===== src/rtl/rank_filter_pkg.sv =====
// Shared sizing helpers and types for the rank-order filter datapath.
package rank_filter_pkg;

    localparam int unsigned DEF_PX_WIDTH = 10;
    localparam int unsigned DEF_WIN_SIZE = 3;

    function automatic int unsigned win_n(input int unsigned win_size);
        return win_size * win_size;
    endfunction

    function automatic int unsigned rank_w(input int unsigned n);
        return (n < 2) ? 1 : $clog2(n);
    endfunction

    function automatic int unsigned center_idx(input int unsigned n);
        return n / 2;
    endfunction

    localparam int unsigned DEF_N      = win_n(DEF_WIN_SIZE);
    localparam int unsigned DEF_RANK_W = rank_w(DEF_N);
    localparam int unsigned CENTER_IDX = center_idx(DEF_N);

    // One channel's window, element e at index e (row-major).
    typedef logic [DEF_N-1:0][DEF_PX_WIDTH-1:0] px_t;

endpackage


===== src/rtl/rank_filter_core_channel.sv =====
// One channel of the rank selector: S1 per-element rank counters, S2 one-hot
// rank mux into the output register. All registers advance only on adv_i.
module rank_select_channel
    import rank_filter_pkg::*;
#(
    parameter int unsigned PX_WIDTH = 10,
    parameter int unsigned WIN_SIZE = 3,
    localparam int unsigned N      = win_n(WIN_SIZE),
    localparam int unsigned RANK_W = rank_w(N)
) (
    input  logic                    clk_i,
    input  logic                    rst_i,
    input  logic                    adv_i,
    input  logic [N*PX_WIDTH-1:0]   win_i,
    input  logic                    en_i,
    input  logic [RANK_W-1:0]       k_i,
    output logic [PX_WIDTH-1:0]     px_o
);

    localparam int unsigned CTR = center_idx(N);

    logic [N-1:0][PX_WIDTH-1:0] elem_c;
    logic [N-1:0][RANK_W-1:0]   rank_c;
    logic [N-1:0][PX_WIDTH-1:0] s1_px_d,   s1_px_q;
    logic [N-1:0][RANK_W-1:0]   s1_rank_d, s1_rank_q;
    logic [PX_WIDTH-1:0]        px_d,      px_q;

    assign elem_c = win_i;

    // Equal values are ordered by index so the ranks form a permutation.
    always_comb begin
        rank_c = '0;
        for (int e = 0; e < int'(N); e++) begin
            for (int j = 0; j < int'(N); j++) begin
                if ((elem_c[j] < elem_c[e]) || ((j < e) && (elem_c[j] == elem_c[e]))) begin
                    rank_c[e] = rank_c[e] + RANK_W'(1);
                end
            end
        end
    end

    always_comb begin
        s1_px_d   = s1_px_q;
        s1_rank_d = s1_rank_q;
        px_d      = px_q;
        if (adv_i) begin
            s1_px_d   = elem_c;
            s1_rank_d = rank_c;
            if (!en_i) begin
                px_d = s1_px_q[CTR];
            end else begin
                px_d = '0;
                for (int e = 0; e < int'(N); e++) begin
                    if (s1_rank_q[e] == k_i) begin
                        px_d = px_d | s1_px_q[e];
                    end
                end
            end
        end
    end

    always_ff @(posedge clk_i or posedge rst_i) begin
        if (rst_i) begin
            s1_px_q   <= '0;
            s1_rank_q <= '0;
            px_q      <= '0;
        end else begin
            s1_px_q   <= s1_px_d;
            s1_rank_q <= s1_rank_d;
            px_q      <= px_d;
        end
    end

    assign px_o = px_q;

endmodule


===== src/rtl/rank_filter_core.sv =====
// Pipelined k-th smallest selector over a WIN_SIZE x WIN_SIZE window per channel,
// with centre-pixel bypass and tlast/tuser carried alongside the data.
module rank_filter_core
    import rank_filter_pkg::*;
#(
    parameter int unsigned CHANNELS_AMOUNT = 3,
    parameter int unsigned PX_WIDTH        = 10,
    parameter int unsigned WIN_SIZE        = 3,
    localparam int unsigned N      = win_n(WIN_SIZE),
    localparam int unsigned RANK_W = rank_w(N),
    localparam int unsigned CH_W   = N * PX_WIDTH,
    localparam int unsigned WIN_W  = CHANNELS_AMOUNT * CH_W,
    localparam int unsigned OUT_W  = CHANNELS_AMOUNT * PX_WIDTH
) (
    input  logic               clk_i,
    input  logic               rst_i,
    input  logic               en_i,
    input  logic [RANK_W-1:0]  rank_i,
    input  logic [WIN_W-1:0]   win_i,
    input  logic               win_valid_i,
    input  logic               win_tlast_i,
    input  logic               win_tuser_i,
    output logic               win_ready_o,
    output logic [OUT_W-1:0]   px_o,
    output logic               px_valid_o,
    output logic               px_tlast_o,
    output logic               px_tuser_o,
    input  logic               px_ready_i
);

    logic              adv_c;
    logic [RANK_W-1:0] k_clamp_c;

    logic              s0_valid_d, s0_valid_q;
    logic [WIN_W-1:0]  s0_win_d,   s0_win_q;
    logic              s0_en_d,    s0_en_q;
    logic [RANK_W-1:0] s0_k_d,     s0_k_q;
    logic              s0_last_d,  s0_last_q;
    logic              s0_user_d,  s0_user_q;

    logic              s1_valid_d, s1_valid_q;
    logic              s1_en_d,    s1_en_q;
    logic [RANK_W-1:0] s1_k_d,     s1_k_q;
    logic              s1_last_d,  s1_last_q;
    logic              s1_user_d,  s1_user_q;

    logic              px_valid_d, px_valid_q;
    logic              px_last_d,  px_last_q;
    logic              px_user_d,  px_user_q;

    // Whole pipeline moves as one, bubbles included, whenever the output can drain.
    assign adv_c       = !px_valid_q || px_ready_i;
    assign win_ready_o = adv_c;
    assign k_clamp_c   = (rank_i > RANK_W'(N - 1)) ? RANK_W'(N - 1) : rank_i;

    always_comb begin
        s0_valid_d = s0_valid_q;
        s0_win_d   = s0_win_q;
        s0_en_d    = s0_en_q;
        s0_k_d     = s0_k_q;
        s0_last_d  = s0_last_q;
        s0_user_d  = s0_user_q;
        s1_valid_d = s1_valid_q;
        s1_en_d    = s1_en_q;
        s1_k_d     = s1_k_q;
        s1_last_d  = s1_last_q;
        s1_user_d  = s1_user_q;
        px_valid_d = px_valid_q;
        px_last_d  = px_last_q;
        px_user_d  = px_user_q;
        if (adv_c) begin
            s0_valid_d = win_valid_i;
            s0_win_d   = win_i;
            s0_en_d    = en_i;
            s0_k_d     = k_clamp_c;
            s0_last_d  = win_tlast_i;
            s0_user_d  = win_tuser_i;
            s1_valid_d = s0_valid_q;
            s1_en_d    = s0_en_q;
            s1_k_d     = s0_k_q;
            s1_last_d  = s0_last_q;
            s1_user_d  = s0_user_q;
            px_valid_d = s1_valid_q;
            px_last_d  = s1_last_q;
            px_user_d  = s1_user_q;
        end
    end

    always_ff @(posedge clk_i or posedge rst_i) begin
        if (rst_i) begin
            s0_valid_q <= 1'b0;
            s0_win_q   <= '0;
            s0_en_q    <= 1'b0;
            s0_k_q     <= '0;
            s0_last_q  <= 1'b0;
            s0_user_q  <= 1'b0;
            s1_valid_q <= 1'b0;
            s1_en_q    <= 1'b0;
            s1_k_q     <= '0;
            s1_last_q  <= 1'b0;
            s1_user_q  <= 1'b0;
            px_valid_q <= 1'b0;
            px_last_q  <= 1'b0;
            px_user_q  <= 1'b0;
        end else begin
            s0_valid_q <= s0_valid_d;
            s0_win_q   <= s0_win_d;
            s0_en_q    <= s0_en_d;
            s0_k_q     <= s0_k_d;
            s0_last_q  <= s0_last_d;
            s0_user_q  <= s0_user_d;
            s1_valid_q <= s1_valid_d;
            s1_en_q    <= s1_en_d;
            s1_k_q     <= s1_k_d;
            s1_last_q  <= s1_last_d;
            s1_user_q  <= s1_user_d;
            px_valid_q <= px_valid_d;
            px_last_q  <= px_last_d;
            px_user_q  <= px_user_d;
        end
    end

    for (genvar c = 0; c < int'(CHANNELS_AMOUNT); c++) begin : g_ch
        rank_select_channel #(
            .PX_WIDTH (PX_WIDTH),
            .WIN_SIZE (WIN_SIZE)
        ) u_ch (
            .clk_i (clk_i),
            .rst_i (rst_i),
            .adv_i (adv_c),
            .win_i (s0_win_q[c*CH_W +: CH_W]),
            .en_i  (s1_en_q),
            .k_i   (s1_k_q),
            .px_o  (px_o[c*PX_WIDTH +: PX_WIDTH])
        );
    end

    assign px_valid_o = px_valid_q;
    assign px_tlast_o = px_last_q;
    assign px_tuser_o = px_user_q;

endmodule


===== config.mk =====
export PLATFORM = sky130hd
export DESIGN_NAME = rank_filter_core
export DESIGN_NICKNAME = d
export VERILOG_FILES = /design/src/rtl/rank_filter_pkg.sv /design/src/rtl/rank_filter_core_channel.sv /design/src/rtl/rank_filter_core.sv
export SDC_FILE = /design/constraint.sdc
export NUM_CORES = 2
export LEC_CHECK = 0
export CORE_ASPECT_RATIO = 0.9
export CORE_MARGIN = 4
export CORE_UTILIZATION = 47
export CTS_CLUSTER_DIAMETER = 200
export DETAILED_ROUTE_END_ITERATION = 12
export GPL_TIMING_DRIVEN = 1
export PLACE_DENSITY = 0.7
export SLEW_MARGIN = 10
export SYNTH_ARGS = -nofsm -noshare
export SYNTH_HDL_FRONTEND = slang
export SYNTH_HIERARCHICAL = 1
export SYNTH_SLANG_ARGS = --single-unit

===== constraint.sdc =====
create_clock -name clk_i -period 11.8 [get_ports clk_i]
set_clock_uncertainty 0.15 [all_clocks]
set_input_delay 2.95 -clock clk_i [delete_from_list [all_inputs] [get_ports clk_i]]
set_output_delay 2.95 -clock clk_i [all_outputs]
set_load 0.01 [all_outputs]

# After elaboration in Yosys (flattened, before gate mapping)
# Cells that the tools add are included.
# word_totals
regBits	697
latch_bits	0
ram_bits	0
rom_bits	0
in_bits	281
output_inout_bits	34
wordCells	1122
memories	0
# classes
add_sub_neg	216
mul	0
div	0
magnitude_cmp	244
eq_ne	135
shift	0
mux	322
n_bitwise	24
n_reduce_logical	110
# ops
operator	n
$lt 10x10->1	243
$eq 10x10->1	108
$mux 4	217
$add 4x1->4 const B	216
$mux 10	78
$or 10x10->10	24
$logic_or 1x1->1	109
$eq 4x4->1	27
$mux 1	27
$gt 4x4->1 const B	1
$logic_not 1->1	1

# Longest topological paths before layout
# logic_depth
word_depth	35
depth_mapped	30
ltp_nobuf	29

# By module
# Netlist, hierarchy kept.
# by_module_without_submodules
mod	n_inst	cells_per_inst	area_per_inst_um2	seq_area_each_um2
rank_select_channel	3	2138	19107.1	3403.3
rank_filter_core	1	615	11120.7	7231.9

# Worst setup path after synthesis
# No wires, ideal clock.
# synth_timing
path_type	in2out
startpoint	in px_ready_i
endpoint	out win_ready_o
arrival_time_ps	3508
required_time_ps	8700
slack_ps	5192
cell_stages	4
n_path_buf	3
cell_sequence	nand2b_4 > buf_6 > buf_6 > buf_6
# synth_between
elab_chain_len	1
# synth_lines
element	line	rtl
start, declared	rank_filter_core.sv:28	input logic px_ready_i
$logic_or 1x1->1	rank_filter_core.sv:52	assign adv_c = !px_valid_q || px_ready_i;
end, declared	rank_filter_core.sv:23	output logic win_ready_o,
# No other way between the ends.

# Final worst setup path
# Ends and elaborated chain as after synthesis.

==> results.py <==
metrics = {
    "worst_setup_path": {
        "cp_cell_sequence": "clkdlybuf4s50_1, nand2b_4, clkdlybuf4s50_1",
        "cp_common_cell": "clkdlybuf4s50_1",
        "r2r_slack_ns": 4.64,
        "worstSetupPathType": "in2out",
        "cp.arrival_ns": 4.22,
        "critical_path.slowest_cell": "clkdlybuf4s50_1",
        "path_buf_inv": 2,
        "cp.required_ns": 8.70,
        "cpPeakStageDelay_ns": 0.57,
        "crit_family": "buffers and inverters",
        "crit_path_end_kind": "output port",
        "startpoint_type": "primary input",
        "crit_path_max_fanout": 3,
    },
    "sta": {
        "final.min_clock_period_ns": 7.316,
        "finalCritPeriodShare_pct": 62.00,
        "timing.hold.ws_ns": 0.3224,
        "hold_viol_final": 0,
        "tightest_slew_ns": 1.302,
        "max_slew_margin_pct": 13.18,
        "timing.final.max_slew_violations": 0,
        "max_freq_mhz": 136.7,
        "finalSetupViolations": 0,
        "setup_tns_ns": 0,
        "grt_setup_unrepaired": "no",
    },
    "routing": {
        "dr.first_iter.drc_count": 5984,
        "drcViolationCount": 0,
        "vias": 59625,
        "antenna_left": 0,
        "wl_mm": 245.1,
        "routed_via_density": 6.363,
        "drt-pass1-iter-count": 9,
        "wl_per_cell_um": 26.16,
    },
    "finish": {
        "synthToLayoutAreaGrowth_pct": 12.77,
        "stdcell_area_um2": 77180,
        "nFillCells": 12810,
        "mostFrequentLayoutCells": "ha_1, dfrtp_1, mux2_2, inv_1, a21oi_1",
        "layout_commonest_cell": "ha_1",
        "nNetsFinal": 8941,
        "drive_gt1_share_pct": 12.93,
        "final_cells": 9371,
    },
    "placement": {
        "gp_congestion": 0.9764,
        "place_area_um2": 74400,
        "io_buffers": 314,
        "dp_cells": 9216,
        "dpl.hpwl_mm": 185.8,
    },
    "cts": {
        "cts_resized": 0,
        "clk_latency_ns": 0.72,
        "cts_tree": "built",
        "cts_num_sinks": 697,
        "cts.clk_slew.worst_paths_ns": 0.06,
        "root_buffer": "clkbuf_16",
        "post_cts_buffers": 0,
        "cts_buffer_depth": 3,
        "cts_max_level": 3,
        "cts_buffers": 80,
        "hold_buffers": 0,
    },
    "yosys": {
        "synth_area_um2": 68440,
        "yosysWarnings": 6,
        "synth-main-ff-cell": "dfrtp_1",
        "synthArstFlopShare_pct": 100.0,
        "ys_types": 88,
        "syn_inst": 7029,
        "synth_simple_gate_area_share_pct": 11.60,
        "synthXorXnorAreaFrac_pct": 6.943,
        "muxShareOfSynthArea_pct": 11.65,
        "synth_compound_area_share_pct": 16.61,
        "syn_nets": 8615,
        "synth_seq_cells": 697,
        "synth-seq-area-share_pct": 25.48,
        "synth_edf_count": 0,
        "synth_top_family_by_area": "adder cells",
        "yosys.area_share.adder_pct": 23.86,
        "syn_avg_cell_area_um2": 9.737,
    },
    "pwr": {
        "p_leak_uw": 0.03584,
        "powerDensity_nw_per_um2": 344.8,
        "vdd_drop_max_mv": 0.2067,
    },
    "job": {
        "cap_violations": 0,
    },
    "floorplanning": {
        "dieArea_um2": 151800,
        "start_util_pct": 47.41,
        "chipHeight_um": 370.0,
        "rows": 132,
        "ios": 315,
        "coreArea_um2": 144300,
        "fp.dieW_um": 410.2,
    },
    "global_routing": {
        "grt_antenna_before_repair": 17,
        "grt_pass1_vias": 57852,
        "grt_pass1_wl_mm": 362.6,
        "grt.total_usage_pct": 31.33,
        "grt-ovfl-total": 0,
        "grt_max_degree": 177,
    },
    "status": {
        "status": "completed",
    },
    "worst_hold_path": {
        "hold_class": "reg2reg",
    },
}
-- per-layer routing --
| layer | up-vias | part of all wire (%) | track usage [%] |
|---|---|---|---|
| li1 | 26944 | - | - |
| met1 | 29131 | 42 | 41.86 |
| met2 | 2877 | 43 | 47.90 |
| met3 | 659 | 11 | 8.289 |
| met4 | 14 | 4.8 | 13.23 |
| met5 | - | 0.039 | 0 |
-- layout make-up --
class,count,area [µm²],share of cell area (%)
clock inverter,39,509.2,0.6598
clock buffer,104,2233,2.894
multi-input combinational,5663,48670,63.06
tap,1943,2431,3.150
timing repair buffer,420,3989,5.168
antenna,12,30.03,0.03891
sequential,697,17450,22.61
inverter,493,1873,2.427
-- report_power, final --
part	internal [µW]	switching [µW]
combinational	8630	11000
sequential	3200	1100
clock	1510	1130
-- synthesized netlist by cell type, types with 81 or more instances --
library cell,number,area [µm²]
nand2_1,348,1306
clkbuf_1,123,461.7
xnor2_1,312,2733
a22oi_1,123,923.4
ha_1,1305,16330
dfrtp_1,697,17440
nand3_1,120,600.6
mux2_4,98,1471
mux2_2,508,5720
a21o_1,255,1914
nand4_1,243,1520
inv_1,481,1805
nor3_1,96,480.5
a21oi_1,360,1802
nor2b_1,81,506.7
o21ai_0,252,1261
xor2_1,174,1524
nor2_1,309,1160
-- worst reg2reg max path, delay by kind of cell (launching register included) --
kind,cells,cell delay (ns)
AOI/OAI and AO/OA,7,1.94
adders and majority gates,6,1.90
and+or+nand+nor,6,0.98
DFF,1,0.90
xor gates and xnor gates,3,0.44
buffers and inverters,3,0.43
muxes,1,0.29
-- cell families (layout without fill, tap and decap cells) --
kind of cell / count (synthesis) / count (layout)
AO/OA/AOI/OAI: 1638 / 1638
AND/OR/NAND/NOR: 1526 / 1526
adder cells (fa/ha/maj): 1305 / 1305
flip-flops: 697 / 697
multiplexers: 684 / 684
buffers and inverters: 669 / 1056
XOR/XNOR: 510 / 510
other: 0 / 12
-- state kept, by name, indices dropped and copies added (netlist names), 4 cells and up --
| name | count |
|---|---|
| g_ch.u_ch/s1_rank_q | 108 |
| s0_k_q | 4 |
| g_ch.u_ch/s1_px_q | 270 |
| g_ch.u_ch/px_o | 30 |
| s0_win_q | 270 |
| s1_k_q | 4 |
-- stage by stage --
stage	setup slack (ns)	utilization, %	power, µW
CTS	4.463	53.44	26300
detailed placement	4.462	51.54	23480
global placement	4.463	51.54	22740
global route	4.263	53.45	28830
finish	4.484	53.47	26610
floorplan	0.7226	-	18510
-- final timing paths --
check                      depth (start not counted)         start                         end
setup reg to reg                                  26  s0_win_q[27]  g_ch[0].u_ch/s1_rank_q[10]
setup / recovery                                   3    px_ready_i                 win_ready_o
hold / removal                                     1    s1_valid_q                  px_valid_o
max in group asynchronous                          3         rst_i  g_ch[0].u_ch/s1_rank_q[25]
min in group asynchronous                          2         rst_i    g_ch[0].u_ch/s1_px_q[85]
hold reg to reg                                    1    s1_valid_q                  px_valid_o
Note: power is estimated with default switching activity, not from simulation.
